`src/rtl/credits_title_scroller.sv`:
```
// ----------------------------------------------------------------------------
// credits_title_scroller
//
// Scrolls a fixed-width title bitmap vertically from START_Y up to STOP_Y,
// SPEED rows per frame, holds it there for HOLD_FRAMES frames and then
// reports done. For every scan pixel it flags, one cycle later, whether the
// pixel falls inside the visible title rectangle and gives the pixel's offset
// from the title's top-left corner so a downstream bitmap ROM can be indexed.
//
// Optional feature macro: CREDITS_TITLE_BLINK_EN
//   When defined, the title blinks during HOLD (hidden whenever bit 4 of the
//   hold frame counter is set, i.e. 16 frames on / 16 frames off).
//
// Ports
//   clk             in   system clock
//   resetN          in   asynchronous active-low reset
//   startOfFrame    in   one-cycle pulse at the start of each frame
//   start           in   request to begin scrolling (honoured in IDLE/DONE)
//   pixelX[10:0]    in   current scan column
//   pixelY[10:0]    in   current scan row
//   offsetX[10:0]   out  column offset from title top-left (0 when outside)
//   offsetY[10:0]   out  row offset from title top-left (0 when outside)
//   InsideRectangle out  pixel lies inside the visible title rectangle
//   topLeftY[10:0]  out  current title top row
//   done            out  high while the scroll sequence is finished
// ----------------------------------------------------------------------------
module credits_title_scroller #(
    parameter int OBJECT_WIDTH  = 64,
    parameter int OBJECT_HEIGHT = 16,
    parameter int TOP_LEFT_X    = 288,
    parameter int START_Y       = 480,
    parameter int STOP_Y        = 100,
    parameter int SPEED         = 2,
    parameter int HOLD_FRAMES   = 120
) (
    input  logic        clk,
    input  logic        resetN,
    input  logic        startOfFrame,
    input  logic        start,
    input  logic [10:0] pixelX,
    input  logic [10:0] pixelY,
    output logic [10:0] offsetX,
    output logic [10:0] offsetY,
    output logic        InsideRectangle,
    output logic [10:0] topLeftY,
    output logic        done
);

    typedef enum logic [1:0] {
        S_IDLE,
        S_SCROLL,
        S_HOLD,
        S_DONE
    } state_t;

    // Horizontal bounds are 12 bits so the right edge never wraps.
    localparam logic [11:0] LP_X_LO      = 12'(TOP_LEFT_X);
    localparam logic [11:0] LP_X_HI      = 12'(TOP_LEFT_X + OBJECT_WIDTH);
    localparam logic [10:0] LP_X_LO11    = 11'(TOP_LEFT_X);
    localparam logic [11:0] LP_HEIGHT    = 12'(OBJECT_HEIGHT);
    localparam logic [10:0] LP_START_Y   = 11'(START_Y);
    localparam logic [10:0] LP_STOP_Y    = 11'(STOP_Y);
    localparam logic [10:0] LP_SPEED     = 11'(SPEED);
    // A full SPEED step is allowed only while it stays at or above STOP_Y;
    // comparing against STOP_Y+SPEED avoids an unsigned underflow.
    localparam logic [11:0] LP_STEP_MIN  = 12'(STOP_Y + SPEED);
    localparam logic [7:0]  LP_HOLD_LAST = 8'(HOLD_FRAMES - 1);

    state_t      r_state;
    state_t      w_state_nxt;
    logic [10:0] r_top_y;
    logic [10:0] w_top_y_nxt;
    logic [7:0]  r_frame_cnt;
    logic [7:0]  w_frame_cnt_nxt;
    logic [10:0] w_top_y_step;

    logic [10:0] r_offset_x;
    logic [10:0] r_offset_y;
    logic        r_inside;
    logic [11:0] w_y_hi;
    logic        w_in_x;
    logic        w_in_y;
    logic        w_visible;
    logic        w_inside;

    // ------------------------------------------------------------------
    // State register
    // ------------------------------------------------------------------
    always_ff @(posedge clk or negedge resetN) begin
        if (!resetN) begin
            r_state     <= S_IDLE;
            r_top_y     <= LP_START_Y;
            r_frame_cnt <= '0;
        end else begin
            r_state     <= w_state_nxt;
            r_top_y     <= w_top_y_nxt;
            r_frame_cnt <= w_frame_cnt_nxt;
        end
    end

    // ------------------------------------------------------------------
    // Next-state logic
    // ------------------------------------------------------------------
    always_comb begin
        w_state_nxt     = r_state;
        w_top_y_nxt     = r_top_y;
        w_frame_cnt_nxt = r_frame_cnt;

        if ({1'b0, r_top_y} >= LP_STEP_MIN) begin
            w_top_y_step = r_top_y - LP_SPEED;
        end else begin
            w_top_y_step = LP_STOP_Y;
        end

        case (r_state)
            S_IDLE: begin
                if (start) begin
                    w_state_nxt = S_SCROLL;
                    w_top_y_nxt = LP_START_Y;
                end
            end

            S_SCROLL: begin
                if (startOfFrame) begin
                    w_top_y_nxt = w_top_y_step;
                    if (w_top_y_step == LP_STOP_Y) begin
                        w_state_nxt     = S_HOLD;
                        w_frame_cnt_nxt = '0;
                    end
                end
            end

            S_HOLD: begin
                if (startOfFrame) begin
                    w_frame_cnt_nxt = r_frame_cnt + 8'd1;
                    if (r_frame_cnt == LP_HOLD_LAST) begin
                        w_state_nxt = S_DONE;
                    end
                end
            end

            S_DONE: begin
                w_top_y_nxt = LP_STOP_Y;
                if (start) begin
                    w_state_nxt = S_SCROLL;
                    w_top_y_nxt = LP_START_Y;
                end
            end

            default: begin
                w_state_nxt = S_IDLE;
                w_top_y_nxt = LP_START_Y;
            end
        endcase
    end

    // ------------------------------------------------------------------
    // Pixel hit test. Uses the registered (pre-update) top row, so a
    // compare landing on a startOfFrame cycle sees the old position.
    // Rows past the bottom of the screen simply never match.
    // ------------------------------------------------------------------
    always_comb begin
        w_y_hi = {1'b0, r_top_y} + LP_HEIGHT;
        w_in_x = ({1'b0, pixelX} >= LP_X_LO) && ({1'b0, pixelX} < LP_X_HI);
        w_in_y = (pixelY >= r_top_y) && ({1'b0, pixelY} < w_y_hi);

        w_visible = (r_state != S_IDLE);
`ifdef CREDITS_TITLE_BLINK_EN
        if ((r_state == S_HOLD) && r_frame_cnt[4]) begin
            w_visible = 1'b0;
        end
`endif
        w_inside = w_visible && w_in_x && w_in_y;
    end

    always_ff @(posedge clk or negedge resetN) begin
        if (!resetN) begin
            r_inside   <= 1'b0;
            r_offset_x <= '0;
            r_offset_y <= '0;
        end else begin
            r_inside <= w_inside;
            if (w_inside) begin
                r_offset_x <= pixelX - LP_X_LO11;
                r_offset_y <= pixelY - r_top_y;
            end else begin
                r_offset_x <= '0;
                r_offset_y <= '0;
            end
        end
    end

    assign offsetX         = r_offset_x;
    assign offsetY         = r_offset_y;
    assign InsideRectangle = r_inside;
    assign topLeftY        = r_top_y;
    assign done            = (r_state == S_DONE);

endmodule

```
`config.mk`:
```
export PLATFORM = sky130hd
export DESIGN_NAME = credits_title_scroller
export DESIGN_NICKNAME = d
export VERILOG_FILES = /design/src/rtl/credits_title_scroller.sv
export SDC_FILE = /design/constraint.sdc
export NUM_CORES = 1
export LEC_CHECK = 0
export CAP_MARGIN = 30
export CORE_MARGIN = 2
export CORE_UTILIZATION = 35
export CTS_CLUSTER_DIAMETER = 30
export DETAILED_ROUTE_END_ITERATION = 16
export PLACE_DENSITY_LB_ADDON = 0.3
export SYNTH_ARGS = -nofsm -noshare
export SYNTH_HDL_FRONTEND = slang
export SYNTH_SLANG_ARGS = --single-unit
```
`constraint.sdc`:
```
create_clock -name clk -period 5.2 [get_ports clk]
set_clock_uncertainty 0.1 [all_clocks]
set_input_delay 1.3 -clock clk [delete_from_list [all_inputs] [get_ports clk]]
set_output_delay 1.3 -clock clk [all_outputs]
set_load 0.03 [all_outputs]
```
==> results of run 1 <==
cells by family (layout without fill, tap and decap cells):
group                    count (synthesis)  in the layout  share of synthesized area
AO/OA/AOI/OAI                           83             83                     0.1830
buffers and inverters                   46            102                    0.05813
adder cells (fa/ha/maj)                 33             33                     0.1375
flip-flops                              44             44                     0.3618
AND/OR/NAND/NOR                        113            113                     0.1846
XOR/XNOR                                20             20                    0.05731
multiplexers                             5              5                    0.01760
metrics by stage:
stage / hold WS [ps] / setup slack [ps] / std cells
6_report: 402.9 / 1513 / 508
2_1_floorplan: 361.4 / 1857 / 344
3_5_place_dp: 390.8 / 1215 / 500
4_1_cts: 402.7 / 1517 / 508
5_1_grt: 434.7 / 1355 / 508
3_3_place_gp: 380.5 / 1262 / 499
synth_stat cells (3+ instances only):
library cell and number:
and3_1 3, ha_1 32, a31oi_1 5, inv_1 31
nor3_1 8, o21a_1 3, nor4_1 9, xnor2_1 13
dfrtp_1 40, o211ai_1 6, nand2_1 23, a21oi_1 19
nand3_1 12, clkbuf_1 10, dfstp_2 4, a21o_1 4
buf_2 4, or4_1 4, o21ai_0 19, o21ai_1 4
xor2_1 7, nor2_1 32, a211o_1 4, o31ai_2 3
or3_1 6, mux2_1 3
worst paths after layout:
check	from	endpoint	slack [ps]	depth (start not counted)
setup / recovery	pixelY[0]	offsetY[10]$_DFF_PN0_	1510	11
setup reg to reg	topLeftY[4]$_DFFE_PN0P_	r_frame_cnt[5]$_DFFE_PN0P_	2170	8
hold / removal	r_frame_cnt[6]$_DFFE_PN0P_	r_frame_cnt[6]$_DFFE_PN0P_	400	1
max in group asynchronous	resetN	topLeftY[8]$_DFFE_PN1P_	3630	2
min in group asynchronous	resetN	offsetX[1]$_DFF_PN0_	810	1
hold reg to reg	r_frame_cnt[6]$_DFFE_PN0P_	r_frame_cnt[6]$_DFFE_PN0P_	400	1
routing by layer:
metal,vias to the layer above,GRT usage
met5,-,0
met4,0,0.04167
met3,7,0.02590
met2,52,0.2621
met1,1237,0.1899
li1,1332,-
cell type report:
type                            count  area (um2)
Clock buffer                        5       68.82
Timing Repair Buffer               63       630.6
Multi-Input combinational cell    254        1773
Sequential cell                    44        1106
Fill cell                         827        4721
Clock inverter                      3       42.54
Tap cell                          108       135.1
Inverter                           31       116.4
registers in the layout (all words and copies together) (netlist names):
name / count
offsetY: 11
r_frame_cnt: 8
InsideRectangle: 1
offsetX: 11
r_state: 2
topLeftY: 11
where the power goes:
part / switching, mW / internal [mW] / total, mW
combinational: 0.306 / 0.252 / 0.558
clock: 0.121 / 0.142 / 0.264
sequential: 0.0715 / 0.378 / 0.449
total: 0.499 / 0.771 / 1.27
worst max-delay path, delay by kind of cell:
kind / cells / cell delay (ps)
adders and majority gates: 2 / 560
AOI/OAI and AO/OA: 3 / 980
and+or+nand+nor: 2 / 150
muxes: 1 / 250
buffers and inverters: 3 / 530
==> results.sh, run 1 <==
export IMPL_status="finished, final reports clean"
export IMPL_row_count=34
export IMPL_gp_congestion=0.8078
export IMPL_cts_tree="done"
export IMPL_die_area_um2=9497
export IMPL_routed_wl_um=7111
export IMPL_grt_max_degree=29
export IMPL_clkTransAtPathRegs_ps=90
export IMPL_io_buffers=60
export IMPL_drtAntennaViolNets=0
export IMPL_max_freq_mhz=271.2
export IMPL_io_pins=61
export IMPL_layout_commonest_cell="clkdlybuf4s50_1"
export IMPL_max_slew_worst_pin_slew_ps=603.8
export IMPL_ys_warn_count=0
export IMPL_synth_area_leaders="dfrtp_1, ha_1, nor2_1, inv_1, xnor2_1"
export IMPL_nets=458
export IMPL_dp_hpwl_um=5523
export IMPL_grt_ovfl_total=0
export IMPL_cts_setup_buffers=0
export IMPL_drt_iter0_drc=121
export IMPL_viasPerCell=5.173
export IMPL_cts_sinks=44
export IMPL_area_delta_synth_final_pct=26.69
export IMPL_period_needed_ps=3687
export IMPL_worst_path_max_delay_cell="o41ai_1"
export IMPL_coreArea_um2=8593
export IMPL_n_antenna_cell=0
export IMPL_slew_headroom=0.5922
export IMPL_ys_ff_latch=44
export IMPL_syn_avg_cell_area_um2=8.886
export IMPL_clock_path_buffers=2
export IMPL_cap_violations=0
export IMPL_wl_per_cell_um=14.00
export IMPL_synth_top_cell_by_area="dfrtp_1"
export IMPL_fin_tns_setup_ps=0
export IMPL_num_vias=2628
export IMPL_post_dp_cell_area_um2=3761
export IMPL_syn_nets=403
export IMPL_path_cells="clkdlybuf4s50_1, inv_1, ha_1, inv_1, fa_1, a21o_1, a211oi_1, nor2_1, o41ai_1, mux2i_1, nor2_1"
export IMPL_synth_top_area_frac=0.3275
export IMPL_insertion_delay_ps=300
export IMPL_syn_area_um2=3057
export IMPL_cp_max_fo=2
export IMPL_hold_buffers=0
export IMPL_wl_met3_um=247
export IMPL_synth_edff_count=0
export IMPL_firstDrtPassIters=4
export IMPL_hold_viol_final=0
export IMPL_cp_start_kind="input port"
export IMPL_synth_cells=344
export IMPL_ys_seq_area_frac=0.3619
export IMPL_p_leak_nw=1.682
export IMPL_period_share=0.7091
export IMPL_required_ps=5280
export IMPL_layout_drive_gt1_share=0.06000
export IMPL_chipHeight_um=97.45
export IMPL_grt_pass1_vias=2537
export IMPL_grt_usage=0.1497
export IMPL_highest_layer="met4"
export IMPL_htree_levels=2
export IMPL_crit_type="input port to register"
export IMPL_synthArstFlopShare=1.000
export IMPL_mostFrequentLayoutCells="clkdlybuf4s50_1, dfrtp_1, nor2_1, ha_1, inv_1"
export IMPL_endpoint_kind="register"
export IMPL_post_cts_resized=0
export IMPL_power_mw=1.271
export IMPL_finalInstanceArea_um2=3872
export IMPL_wl_met1_um=3286
export IMPL_fin_util=0.4506
export IMPL_powerDensity_nw_per_um2=328.1
export IMPL_synth_top_flop_cell="dfrtp_1"
export IMPL_rsz0062_at_grt="no"
export IMPL_drv_slew=0
export IMPL_hold_path_class="register to register"
export IMPL_drc=0
export IMPL_cts_root_buf="clkbuf_8"
export IMPL_ys_types=54
export IMPL_finalSetupViolCount=0
export IMPL_die_x_um=97.45
export IMPL_wl_met2_um=3486
export IMPL_vdd_drop_max_v=0.0001638
export IMPL_cts_buffers=5
export IMPL_antenna_found_initial=0
export IMPL_critPathMaxStageDelay_ps=510
export IMPL_cp_arrival_ps=3770
export IMPL_grt_pass1_wl_um=11790
export IMPL_start_util=0.3557
(Power assumes the default switching activity.)
==> run 2, diff against run 1 <==
- clock period: 5.2 -> 3.7 ns (I/O delays scaled with it)
==> run 2 against run 1 <==
Critical endpoint unchanged; count of clock-buffer cells in the layout unchanged; combinational power increased by 42%; via count decreased by 0.76%; final area decreased by 0.29%; first-iteration DRC count increased by 60%; sequential cell count unchanged; sequential share of layout area increased by 0.083 points; setup slack got worse by 1000 ps; global-route usage increased by 0.45 points.
==> results.sh, run 2 (synthesis gave the netlist of run 1 again) <==
export IMPL_start_util=0.3557
export IMPL_dp_hpwl_um=5501
export IMPL_clkTransAtPathRegs_ps=90
export IMPL_pwr_share_clk=0.180
export IMPL_fin_util=0.4493
export IMPL_cp_startpoint="pixelY[0]"
export IMPL_grt_usage=0.1542
export IMPL_layout_drive_gt1_share=0.06234
export IMPL_hold_depth=1
export IMPL_cts_buffers=5
export IMPL_viasPerCell=5.124
export IMPL_post_cts_resized=0
export IMPL_wl_per_cell_um=13.99
export IMPL_max_freq_mhz=311.0
export IMPL_timing_rr_start="topLeftY[4]$_DFFE_PN0P_"
export IMPL_nets=459
export IMPL_grt_pass1_wl_um=12180
export IMPL_power_frac_seq=0.363
export IMPL_cp_start_kind="input port"
export IMPL_cts_root_buf="clkbuf_8"
export IMPL_power_switching_uw=710.2
export IMPL_routed_wl_um=7119
export IMPL_coreArea_um2=8593
export IMPL_cts_tree="done"
export IMPL_slew_headroom=0.6975
export IMPL_cap_violations=0
export IMPL_finalSetupViolCount=0
export IMPL_holdCritStartpoint="r_frame_cnt[6]$_DFFE_PN0P_"
export IMPL_drtAntennaViolNets=0
export IMPL_drt_iter0_drc=194
export IMPL_die_area_um2=9497
export IMPL_io_buffers=60
export IMPL_drc=0
export IMPL_endpoint_kind="register"
export IMPL_crit_type="input port to register"
export IMPL_power_internal_mw=1.026
export IMPL_hold_buffers=0
export IMPL_die_x_um=97.45
export IMPL_grt_max_degree=29
export IMPL_cp_max_fo=2
export IMPL_hold_viol_final=0
export IMPL_insertion_delay_ps=300
export IMPL_fillers=844
export IMPL_status="finished, final reports clean"
export IMPL_hold_path_class="register to register"
export IMPL_cts_setup_buffers=0
export IMPL_switching_share=0.4091
export IMPL_drv_slew=0
export IMPL_num_vias=2608
export IMPL_vdd_drop_max_v=0.0002113
export IMPL_area_delta_synth_final_pct=26.32
export IMPL_layout_commonest_cell="clkdlybuf4s50_1"
export IMPL_row_count=34
export IMPL_clock_path_buffers=2
export IMPL_grt_ovfl_total=0
export IMPL_chipHeight_um=97.45
export IMPL_reg2reg_depth=8
export IMPL_gp_congestion=0.8038
export IMPL_mostFrequentLayoutCells="clkdlybuf4s50_1, dfrtp_1, nor2_1, ha_1, inv_1"
export IMPL_p_leak_nw=1.672
export IMPL_io_pins=61
export IMPL_rsz0062_at_grt="no"
export IMPL_n_antenna_cell=0
export IMPL_antenna_found_initial=0
export IMPL_required_ps=3790
export IMPL_period_share=0.8690
export IMPL_max_slew_worst_pin_slew_ps=449.6
export IMPL_grt_pass1_vias=2567
export IMPL_period_needed_ps=3215
export IMPL_cp_arrival_ps=3300
export IMPL_firstDrtPassIters=4
export IMPL_powerDensity_nw_per_um2=449.6
export IMPL_fin_tns_setup_ps=0
export IMPL_htree_levels=2
export IMPL_cts_sinks=44
export IMPL_comb_power_share=0.457
-- run 2: per-stage QoR --
stage / total power, mW / hold slack (ps) / area, um2 / instances / setup slack [ps]
final: 1.736 / 408.9 / 3861 / 509 / 484.8
after global routing: 1.884 / 437.7 / 3861 / 509 / 295.7
after CTS: 1.754 / 408.7 / 3861 / 509 / 519.7
after detailed placement: 1.430 / 395.6 / 3769 / 501 / 193.4
after global placement: 1.424 / 379.7 / 3749 / 500 / 272.6
after floorplan: 1.183 / 361.4 / 3057 / 344 / 732.2
-- run 2: path summary, 6_finish.rpt --
check / end / slack [ps]
hold reg to reg: r_frame_cnt[6]$_DFFE_PN0P_ / 410
setup / recovery: offsetY[10]$_DFF_PN0_ / 480
min in group asynchronous: offsetX[1]$_DFF_PN0_ / 430
hold / removal: r_frame_cnt[6]$_DFFE_PN0P_ / 410
setup reg to reg: r_frame_cnt[4]$_DFFE_PN0P_ / 670
max in group asynchronous: topLeftY[6]$_DFFE_PN1P_ / 2520
-- run 2: area by class of cell --
type	count	area (um2)	share of cell area
clock buffers	5	68.82	0.01782
clock inverters	3	23.77	0.006157
inverters	31	116.4	0.03014
multi-input cells	254	1773	0.4592
flip-flops and latches	44	1106	0.2865
well taps	108	135.1	0.03500
repair buffers	64	638.1	0.1653
-- run 2: metal layers --
metal | share of wire | vias to the layer above | track usage
li1 | - | 1333 | -
met1 | 0.48 | 1218 | 0.2047
met2 | 0.48 | 49 | 0.2578
met3 | 0.034 | 8 | 0.02662
met4 | 0.0096 | 0 | 0.04594
met5 | 0 | - | 0
-- run 2: power groups by stage --
stage	sequential, mW	combinational (mW)	clock (mW)
after floorplan	0.658	0.525	0
after CTS	0.628	0.799	0.326
after global routing	0.646	0.896	0.342
final	0.630	0.794	0.312
after global placement	0.636	0.787	0
after detailed placement	0.637	0.793	0
-- run 2: worst max-delay path, cell delays in order --
cell and delay (ps):
clkdlybuf4s50_1 400, inv_1 60, ha_1 150, inv_1 50, fa_1 390, a21o_1 210, a211oi_1 240, nor2_1 90
o41ai_1 360, buf_4 200, mux2i_1 170, nor2_1 50
==> run 3, diff against run 2 <==
- CAP_MARGIN: 30 -> unset
- CORE_MARGIN: 2 -> unset
==> run 3 against run 2 <==
Critical path depth did not move; critical endpoint unchanged; via count rose by 1.4%; final area fell by 0.13%; routed wire length fell by 2.1%; critical path type unchanged; clock power rose by 19%.
==> results.sh, run 3 (synthesis gave the netlist of run 1 again) <==
export IMPL_wl_per_cell_um=13.80
export IMPL_htree_levels=2
export IMPL_setup_worst_path_end="offsetY[10]$_DFF_PN0_"
export IMPL_dp_hpwl_um=5426
export IMPL_crit_type="input port to register"
export IMPL_nets=458
export IMPL_hold_path_class="register to register"
export IMPL_period_share=0.8537
export IMPL_io_pins=61
export IMPL_drtAntennaViolNets=0
export IMPL_reg2reg_setup_slack_ps=680
export IMPL_cp_max_fo=2
export IMPL_coreArea_um2=8341
export IMPL_cp_arrival_ps=3250
export IMPL_chipHeight_um=95.45
export IMPL_cts_sinks=44
export IMPL_status="finished, final reports clean"
export IMPL_cts_tree="done"
export IMPL_holdCritStartpoint="r_frame_cnt[6]$_DFFE_PN0P_"
export IMPL_reg2reg_depth=8
export IMPL_hold_buffers=0
export IMPL_clkTransAtPathRegs_ps=90
export IMPL_fin_tns_setup_ps=0
export IMPL_grt_max_degree=45
export IMPL_drc=0
export IMPL_multi_input_area_um2=1773
export IMPL_cts_buffers=5
export IMPL_firstDrtPassIters=4
export IMPL_fin_cells=505
export IMPL_r2r_end="r_frame_cnt[4]$_DFFE_PN0P_"
export IMPL_cts_root_buf="clkbuf_8"
export IMPL_clock_path_buffers=2
export IMPL_max_slew_worst_pin_slew_ps=956.5
export IMPL_powerDensity_nw_per_um2=466.6
export IMPL_vdd_drop_max_v=0.0002095
export IMPL_fillers=816
export IMPL_layout_commonest_cell="clkdlybuf4s50_1"
export IMPL_cp_startpoint="pixelY[0]"
export IMPL_insertion_delay_ps=300
export IMPL_cts_setup_buffers=0
export IMPL_ff_latch_area_um2=1106
export IMPL_required_ps=3790
export IMPL_grt_pass1_wl_um=11640
export IMPL_max_freq_mhz=316.6
export IMPL_mostFrequentLayoutCells="clkdlybuf4s50_1, dfrtp_1, nor2_1, ha_1, inv_1"
export IMPL_routed_wl_um=6968
export IMPL_endpoint_kind="register"
export IMPL_grt_usage=0.1646
export IMPL_num_vias=2644
export IMPL_drv_slew=0
export IMPL_post_cts_resized=0
export IMPL_layout_drive_gt1_share=0.06000
export IMPL_hold_viol_final=0
export IMPL_antenna_found_initial=0
export IMPL_start_util=0.3665
export IMPL_die_x_um=95.45
export IMPL_drt_iter0_drc=69
export IMPL_dp_cells=497
export IMPL_io_buffers=60
export IMPL_rsz0062_at_grt="no"
export IMPL_grt_ovfl_total=0
export IMPL_p_leak_nw=1.677
export IMPL_gp_congestion=0.8303
export IMPL_viasPerCell=5.236
export IMPL_finalSetupViolCount=0
export IMPL_row_count=33
export IMPL_area_delta_synth_final_pct=26.16
export IMPL_grt_pass1_vias=2455
export IMPL_die_area_um2=9111
export IMPL_timing_rr_start="topLeftY[4]$_DFFE_PN0P_"
export IMPL_n_antenna_cell=0
export IMPL_cap_violations=0
export IMPL_cp_start_kind="input port"
export IMPL_period_needed_ps=3159
export IMPL_slew_headroom=0.3623
-- run 3: final cells by class --
class,instances,area share
timing repair buffer,63,0.1603
inverter,31,0.03018
tap,105,0.03407
sequential,44,0.2868
multi-input combinational,254,0.4598
clock buffer,5,0.01785
clock inverter,3,0.01103
-- run 3: worst min-delay path by stage --
stage,endpoint,slack [ps],cells after the start
final,r_frame_cnt[6]$_DFFE_PN0P_,390,1
after CTS,r_frame_cnt[6]$_DFFE_PN0P_,400,1
after detailed placement,r_frame_cnt[6]$_DFFE_PN0P_,390,1
after floorplan,r_frame_cnt[6]$_DFFE_PN0P_,360,1
after global placement,r_frame_cnt[6]$_DFFE_PN0P_,380,1
after global routing,r_frame_cnt[6]$_DFFE_PN0P_,430,1
-- run 3: report_power, final --
| group | leakage, nW | internal, mW | switching [mW] |
|---|---|---|---|
| Clock | 0.0541 | 0.200 | 0.170 |
| Sequential | 0.565 | 0.531 | 0.0974 |
| Combinational | 1.06 | 0.361 | 0.441 |
-- run 3: critical path, stage by stage --
cell and delay [ps]:
clkdlybuf4s50_1 400, inv_1 60, ha_1 150, inv_1 50, fa_1 400, a21o_1 210
a211oi_1 240, nor2_1 90, o41ai_1 300, buf_4 190, mux2i_1 180, nor2_1 50
-- run 3: per-stage QoR --
step | utilization | cell area (um2) | setup WS [ps] | power (mW) | hold WS (ps)
floorplan | - | 3057 | 732.2 | 1.183 | 361.4
global placement | 0.4490 | 3745 | 293.1 | 1.420 | 381.2
detailed placement | 0.4490 | 3745 | 273.5 | 1.437 | 388.2
CTS | 0.4623 | 3856 | 573.5 | 1.814 | 399.3
global route | 0.4623 | 3856 | 410.4 | 1.946 | 426.3
finish | 0.4623 | 3856 | 541.4 | 1.799 | 391.9
-- run 3: layer usage --
layer / routed length [um] / vias up / track usage
met3: 348 / 7 / 0.03429
met2: 3342 / 69 / 0.2738
met1: 3206 / 1244 / 0.2163
met4: 71 / 0 / 0.04353
li1: - / 1324 / -
met5: 0 / - / 0
